`config.mk`:
```
export PLATFORM = sky130hd
export DESIGN_NAME = multicycle_controller
export DESIGN_NICKNAME = d
export VERILOG_FILES = /design/src/rtl/arm_ctrl_pkg.sv /design/src/rtl/arm_opcode_decoder.sv /design/src/rtl/multicycle_controller.sv
export SDC_FILE = /design/constraint.sdc
export NUM_CORES = 1
export LEC_CHECK = 0
export ABC_AREA = 1
export BUFFER_PORTS_ARGS = -buffer_cell sky130_fd_sc_hd__buf_4
export CAP_MARGIN = 15
export CORE_ASPECT_RATIO = 1.1
export CORE_MARGIN = 2
export CORE_UTILIZATION = 45
export CTS_BUF_LIST = sky130_fd_sc_hd__clkbuf_16
export DETAILED_ROUTE_END_ITERATION = 6
export PLACE_DENSITY = 0.77
export SYNTH_ARGS = -nofsm -noshare
export SYNTH_HDL_FRONTEND = slang
export SYNTH_SLANG_ARGS = --single-unit
export TNS_END_PERCENT = 30
```
`constraint.sdc`:
```
create_clock -name clk -period 2.7 [get_ports clk]
set_input_delay 0.135 -clock clk [delete_from_list [all_inputs] [get_ports clk]]
set_output_delay 0.135 -clock clk [all_outputs]
set_load 0.05 [all_outputs]
```
`src/rtl/arm_ctrl_pkg.sv`:
```
// Shared encodings for the LEGv8 multicycle controller and opcode decoder:
// state encoding, instruction classes, opcode constants and ALU-op codes.
package arm_ctrl_pkg;

  typedef enum logic [2:0] {
    ST_FETCH  = 3'd0,
    ST_DECODE = 3'd1,
    ST_EXEC   = 3'd2,
    ST_MEM    = 3'd3,
    ST_WB     = 3'd4,
    ST_HALT   = 3'd7
  } state_t;

  typedef enum logic [2:0] {
    CLS_RTYPE   = 3'd0,
    CLS_LDUR    = 3'd1,
    CLS_STUR    = 3'd2,
    CLS_CBZ     = 3'd3,
    CLS_B       = 3'd4,
    CLS_ILLEGAL = 3'd5
  } cls_t;

  localparam logic [10:0] OP_ADD  = 11'b10001011000;
  localparam logic [10:0] OP_SUB  = 11'b11001011000;
  localparam logic [10:0] OP_AND  = 11'b10001010000;
  localparam logic [10:0] OP_ORR  = 11'b10101010000;
  localparam logic [10:0] OP_LDUR = 11'b11111000010;
  localparam logic [10:0] OP_STUR = 11'b11111000000;
  // CBZ and B carry immediate bits in the low opcode field; only the prefix matters.
  localparam logic [7:0]  OP_CBZ_PFX = 8'b10110100;
  localparam logic [5:0]  OP_B_PFX   = 6'b000101;

  localparam logic [1:0] ALU_ADD   = 2'b00;
  localparam logic [1:0] ALU_PASSB = 2'b01;
  localparam logic [1:0] ALU_RTYPE = 2'b10;

endpackage

```
`src/rtl/arm_opcode_decoder.sv`:
```
// Combinational opcode (instruction[31:21]) to instruction-class decoder,
// shared by the multicycle controller and the single-cycle control unit.
module arm_opcode_decoder
  import arm_ctrl_pkg::*;
(
  input  logic [10:0] opcode,
  output cls_t        cls
);

  always_comb begin
    cls = CLS_ILLEGAL;
    if (opcode[10:3] == OP_CBZ_PFX) begin
      cls = CLS_CBZ;
    end else if (opcode[10:5] == OP_B_PFX) begin
      cls = CLS_B;
    end else begin
      case (opcode)
        OP_ADD, OP_SUB, OP_AND, OP_ORR: cls = CLS_RTYPE;
        OP_LDUR:                        cls = CLS_LDUR;
        OP_STUR:                        cls = CLS_STUR;
        default:                        cls = CLS_ILLEGAL;
      endcase
    end
  end

endmodule

```
`src/rtl/multicycle_controller.sv`:
```
// Multicycle sequencing FSM for the LEGv8 datapath with handshaked memories.
// Optional handshake watchdog enabled by defining MEM_TIMEOUT_EN.
module multicycle_controller
  import arm_ctrl_pkg::*;
#(
  parameter int TIMEOUT_CYCLES = 16
) (
  input  logic        clk,
  input  logic        reset_n,
  input  logic [10:0] opcode,
  input  logic        zero_alu,
  input  logic        imem_ready,
  input  logic        dmem_ready,
  output logic        imem_req,
  output logic        ir_write,
  output logic        pc_write,
  output logic        pc_src,
  output logic        reg_to_loc,
  output logic        alu_src,
  output logic [1:0]  alu_op,
  output logic        mem_to_reg,
  output logic        reg_write,
  output logic        dmem_read,
  output logic        dmem_write,
  output logic [2:0]  state,
  output logic        illegal,
  output logic        timeout
);

  if (TIMEOUT_CYCLES < 1) begin : g_bad_timeout
    $error("TIMEOUT_CYCLES must be at least 1");
  end

  state_t state_q, state_d;
  cls_t   cls_q, cls_dec;
  logic   illegal_q;
  logic   wait_expired;

  arm_opcode_decoder u_dec (
    .opcode (opcode),
    .cls    (cls_dec)
  );

`ifdef MEM_TIMEOUT_EN
  localparam int CNT_W = (TIMEOUT_CYCLES > 2) ? $clog2(TIMEOUT_CYCLES) : 1;

  logic [CNT_W-1:0] wait_cnt;
  logic             waiting;
  logic             timeout_q;

  assign waiting      = ((state_q == ST_FETCH) && !imem_ready) ||
                        ((state_q == ST_MEM)   && !dmem_ready);
  // A ready in the limit cycle clears waiting, so the handshake completes.
  assign wait_expired = waiting && (wait_cnt == CNT_W'(TIMEOUT_CYCLES - 1));

  always_ff @(posedge clk or negedge reset_n) begin
    if (!reset_n) begin
      wait_cnt  <= '0;
      timeout_q <= 1'b0;
    end else begin
      if (state_d != state_q) begin
        wait_cnt <= '0;
      end else if (waiting) begin
        wait_cnt <= wait_cnt + 1'b1;
      end
      if (wait_expired) begin
        timeout_q <= 1'b1;
      end
    end
  end

  assign timeout = timeout_q;
`else
  assign wait_expired = 1'b0;
  assign timeout      = 1'b0;
`endif

  always_ff @(posedge clk or negedge reset_n) begin
    if (!reset_n) begin
      state_q   <= ST_FETCH;
      cls_q     <= CLS_RTYPE;
      illegal_q <= 1'b0;
    end else begin
      state_q <= state_d;
      if (state_q == ST_DECODE) begin
        cls_q <= cls_dec;
        if (cls_dec == CLS_ILLEGAL) begin
          illegal_q <= 1'b1;
        end
      end
    end
  end

  always_comb begin
    state_d = state_q;
    case (state_q)
      ST_FETCH: begin
        if (imem_ready) begin
          state_d = ST_DECODE;
        end else if (wait_expired) begin
          state_d = ST_HALT;
        end
      end
      ST_DECODE: begin
        state_d = (cls_dec == CLS_ILLEGAL) ? ST_HALT : ST_EXEC;
      end
      ST_EXEC: begin
        case (cls_q)
          CLS_RTYPE:          state_d = ST_WB;
          CLS_LDUR, CLS_STUR: state_d = ST_MEM;
          default:            state_d = ST_FETCH;
        endcase
      end
      ST_MEM: begin
        if (dmem_ready) begin
          state_d = (cls_q == CLS_LDUR) ? ST_WB : ST_FETCH;
        end else if (wait_expired) begin
          state_d = ST_HALT;
        end
      end
      ST_WB:   state_d = ST_FETCH;
      ST_HALT: state_d = ST_HALT;
      default: state_d = ST_FETCH;
    endcase
  end

  // Output decode; everything is held low while reset_n is asserted.
  always_comb begin
    imem_req   = 1'b0;
    ir_write   = 1'b0;
    pc_write   = 1'b0;
    pc_src     = 1'b0;
    reg_to_loc = 1'b0;
    alu_src    = 1'b0;
    alu_op     = ALU_ADD;
    mem_to_reg = 1'b0;
    reg_write  = 1'b0;
    dmem_read  = 1'b0;
    dmem_write = 1'b0;
    if (reset_n) begin
      case (state_q)
        ST_FETCH: begin
          imem_req = 1'b1;
          ir_write = imem_ready;
        end
        ST_EXEC: begin
          case (cls_q)
            CLS_RTYPE: begin
              alu_op  = ALU_RTYPE;
              alu_src = 1'b0;
            end
            CLS_LDUR: begin
              alu_op  = ALU_ADD;
              alu_src = 1'b1;
            end
            CLS_STUR: begin
              alu_op     = ALU_ADD;
              alu_src    = 1'b1;
              reg_to_loc = 1'b1;
            end
            CLS_CBZ: begin
              alu_op     = ALU_PASSB;
              reg_to_loc = 1'b1;
              pc_write   = 1'b1;
              pc_src     = zero_alu;
            end
            CLS_B: begin
              pc_write = 1'b1;
              pc_src   = 1'b1;
            end
            default: ;
          endcase
        end
        ST_MEM: begin
          alu_op     = ALU_ADD;
          alu_src    = 1'b1;
          reg_to_loc = (cls_q == CLS_STUR);
          if (cls_q == CLS_LDUR) begin
            dmem_read = 1'b1;
          end else begin
            dmem_write = 1'b1;
            pc_write   = dmem_ready;
          end
        end
        ST_WB: begin
          reg_write  = 1'b1;
          mem_to_reg = (cls_q == CLS_LDUR);
          pc_write   = 1'b1;
        end
        default: ;
      endcase
    end
  end

  assign state   = state_q;
  assign illegal = illegal_q;

endmodule

```
# After elaboration in Yosys (flattened, before gate mapping)
# Cells that the tools add are included.
# word_totals
out_inout_bits	17
wordCells	70
inputBits	16
register_bits	7
# op_classes
muxes	39
n_reduce_logical	8
eq_ne	20
# op_table
cell	count
$eq A11 B11 Y1 const B	6
$mux W1	23
$mux W3	6
$pmux W3 S5	1
$eq A3 B2 Y1 const B	4
$eq A3 B3 Y1 const B	4
$pmux W3 S3	1
$eq A8 B8 Y1 const B	1
$eq A3 B1 Y1 const B	2
$eq A6 B3 Y1 const B	1
$logic_not A3 Y1	2
$pmux W1 S2	3
$pmux W3 S2	1
$reduce_or A2 Y1	3
$mux W2	2
$ne A2 B2 Y1 const B	2
$pmux W2 S2	1
$reduce_and A2 Y1	2
$reduce_or A4 Y1	1
$pmux W1 S3	1

# Logic depth before layout (Yosys ltp)
# depth
word_depth	8
depth_mapped	11
mapped_depth_nobuf	11

# Cells and area by module
# A second synthesis with hierarchy kept.
# unflattened
hier_cells	132
area_unflattened_um2	718.2
# by_module_without_submodules
mod	instances	cells_each	area_each_um2	seq_area_each_um2
multicycle_controller	1	90	533.0	175.2
arm_opcode_decoder	1	42	185.2	0.0

# Worst setup path after synthesis
# Ideal clock, no wire load.
# synth_timing
kind	register -> output
startpoint	reg state_q[1] (netlist: state[1])
endpoint	out pc_write
required_time_ps	2565
n_path_buf	0
setup_slack_ps	314
arrival_ps	2251
stages_incl_launch_ff	5
path_cell_list	dfrtp_1 inv_2 nor3_2 nand2_1 o31ai_1
# synth_between
elab_chain_cells	3
word_cells_on_any_way	5
cone_classes	eq/ne (3); mux (2)
# synth_lines
item	line	rtl
start, declared	multicycle_controller.sv:34	state_t state_q, state_d;
start signal, assigned	multicycle_controller.sv:84	state_q <= state_d;
$eq A3 B3 Y1 / $eq A3 B2 Y1 (equally long branches)	multicycle_controller.sv:141	case (state_q)
$pmux W1 S3 *	multicycle_controller.sv:141	
$mux W1 *	multicycle_controller.sv:140	if (reset_n) begin
end, declared	multicycle_controller.sv:16	output logic pc_write,
# Every way passes the cells marked *; elsewhere a longest branch is shown, timed or not.

# Worst setup path after layout
# layout_timing
startpoint	reg state_q[0] (netlist: state[0])
endpoint	out pc_write
# Same word-level chain as after synthesis.

==> results.py <==
metrics = {
    "cells_and_area": {
        "antenna_cells": 0,
        "syn2layout_area_growth_pct": 47.3,
        "layout_commonest_cell": "buf_4",
        "finalNonFillerCells": 172,
        "nets": 172,
        "final_layout_size_suffix_gt1_share_pct": 33.5,
        "nFillCells": 135,
        "multi_input_area_sq_um": 432,
        "final_cell_mix": "buf_4, nand2_1, inv_1",
        "register_area_sq_um": 175,
    },
    "cts": {
        "clk_pin_slew_ps": 40,
        "worstSkewPairLatency_ps": 230,
        "cts_buffers": 3,
        "h-tree-depth": 1,
        "cts_tree": "done",
        "cts_root_buf": "clkbuf_16",
        "cts_buffer_depth": 2,
        "cts_setup_buffers": 0,
        "clkSinkCount": 7,
    },
    "sta": {
        "final_hold_viol_count": 0,
        "fin_crit_sh_pct": 64.8,
        "finalCriticalPeriod_ps": 1750,
        "setup_ws_ps": 951,
        "fmax_mhz": 572,
        "rsz0062_at_grt": "false",
        "fin_skew_ps": 3.38,
        "setup_violations": 0,
        "maxSlewViolCount": 0,
        "setup_tns_ps": 0,
    },
    "setup_path": {
        "crit-reg2reg-launch": "state[1]",
        "cp_data_arrival_time_ps": 1610,
        "slowest_delay_ps": 470,
        "cpMaxStageDelayCell": "dfrtp_1",
        "crit_fanout": 8,
        "crit_family": "flip-flops",
        "criticalPathCategory": "reg2out",
        "r2r_end": "state[0]",
        "required_ps": 2570,
        "start_kind": "register",
        "reg2reg_slack_ps": 1330,
        "reg2reg_depth": 7,
        "path_cells": "nor3_1, inv_1, nor2_1, a21oi_1, o31ai_1, buf_4",
        "end_kind": "output port",
        "worst-path-buf-inv": 2,
    },
    "route": {
        "num_vias": 881,
        "vias_per_cell": 5.12,
        "post_drt_wl_per_cell_um": 10.8,
        "wirelength_um": 1860,
        "drc_errors": 0,
        "detail-route-antenna-nets": 0,
        "drt-pass1-iter-count": 4,
        "drt-initial-drc-count": 23,
    },
    "global_routing": {
        "grtUsageTotal_pct": 20.5,
        "grt_antenna_before_repair": 0,
        "grt_max_degree": 10,
        "overflow": 0,
        "grt_pass1_wl_um": 2930,
        "grt_pass1_vias": 784,
    },
    "synthesis": {
        "synth_top_cells_by_area": "dfrtp_1, nand2_1, inv_1",
        "ys_seq_elements": 7,
        "syn-num-nets": 136,
        "synthFlopType": "dfrtp_1",
        "async_flop_share_pct": 100,
        "synth.top_cell.area_share_pct": 24.7,
        "synth_edf_count": 0,
        "yosysTopAreaCell": "dfrtp_1",
        "postSynthAreaPerCell_sq_um": 5.90,
        "syn_inst": 120,
        "ys_warn_count": 0,
        "seq_area_frac_synth_pct": 24.7,
        "syn-cell-area_sq_um": 708,
        "yosys.cell_types.count": 24,
    },
    "run": {
        "cap_violations": 0,
    },
    "die": {
        "die_y_um": 45.6,
        "rows": 15,
        "io_pins": 33,
        "coreArea_sq_um": 1520,
        "initial_utilization_pct": 46.6,
        "die_w_um": 41.8,
        "die_area_sq_um": 1910,
    },
    "outcome": {
        "status": "completed",
    },
    "worst_hold_path": {
        "holdPathStages": 4,
        "min_from": "dmem_ready",
        "min_path_type": "in2reg",
        "whs_endpoint": "state[0]",
    },
    "power": {
        "p_leak_nw": 0.580,
        "max-vdd-ir-drop_mv": 0.594,
        "p_per_area_nw_per_um2": 1000,
    },
    "place": {
        "gp_congestion": 0.803,
        "hpwl_um": 1480,
        "placedCellCount": 167,
        "place_ws_ps": 1220,
        "port-buffer-count": 31,
    },
}
through the flow:
stage / hold WS (ps) / util, % / power, W / instance area [sq um]
5_1_grt: 273 / 68.6 / 0.00111 / 1040
4_1_cts: 227 / 68.6 / 0.00104 / 1040
6_report: 238 / 68.6 / 0.00105 / 1040
3_3_place_gp: -39.9 / 62.8 / 0.000771 / 955
2_1_floorplan: -161 / - / 0.000630 / 708
3_5_place_dp: -38.6 / 62.8 / 0.000783 / 955
power breakdown:
part	internal, W	leakage (nW)	switching (W)
Clock	0.000193	0.0423	0.0000561
Sequential	0.000151	0.0809	0.0000688
Combinational	0.000179	0.457	0.000398
cells by family (layout without fill, tap and decap cells):
family | Yosys count | after routing | synth area share (%)
other | 1 | 1 | 0.530
DFF | 7 | 7 | 24.7
AOI/OAI and AO/OA | 13 | 13 | 12.2
and+or+nand+nor | 73 | 73 | 48.2
buffers and inverters | 26 | 61 | 14.3
synth_stat cells, types with 2 or more instances:
library cell,number
inv_1,21
nand3_1,9
inv_2,4
nor2_2,4
nand4_1,4
o21ai_0,2
nand2_1,24
nor2_1,21
a21oi_1,4
dfrtp_1,7
nor3_1,3
nand2_2,5
worst max-delay path by stage:
stage	start	end	slack, ps	cells past startpoint
after global routing	state[1]	pc_write	810	7
after floorplan	state[1]	pc_write	310	4
after global placement	state[0]	pc_write	1250	6
final	state[0]	pc_write	950	6
after detailed placement	state[0]	pc_write	1220	6
after CTS	state[0]	pc_write	960	6
layer usage:
metal	routed length (um)	GRT usage, %
met1	756	21.3
met2	987	40.0
met3	84	2.38
met4	29	12.3
met5	0	0
sequential cells by signal (all words and copies together), names as in the netlist:
| signal | flops |
|---|---|
| illegal | 1 |
| state | 3 |
| cls_q | 3 |
final cells by class:
type	count	area share, %
flip-flops and latches	7	16.8
inverters	25	8.99
repair buffers	32	23.3
well taps	17	2.04
clock inverters	1	0.360
clock buffers	3	7.19
multi-input cells	87	41.4
worst min-delay path: stages:
cell and delay, ps:
buf_4 80, inv_1 40, nand2_1 110, nand2_1 60
timing repair:
item | 4_1_cts | 5_1_grt
hold buffers | 1 | 0
gates resized for setup | 0 | 0
endpoints found under the hold margin | 7 | 0
(Power assumes the default switching activity.)
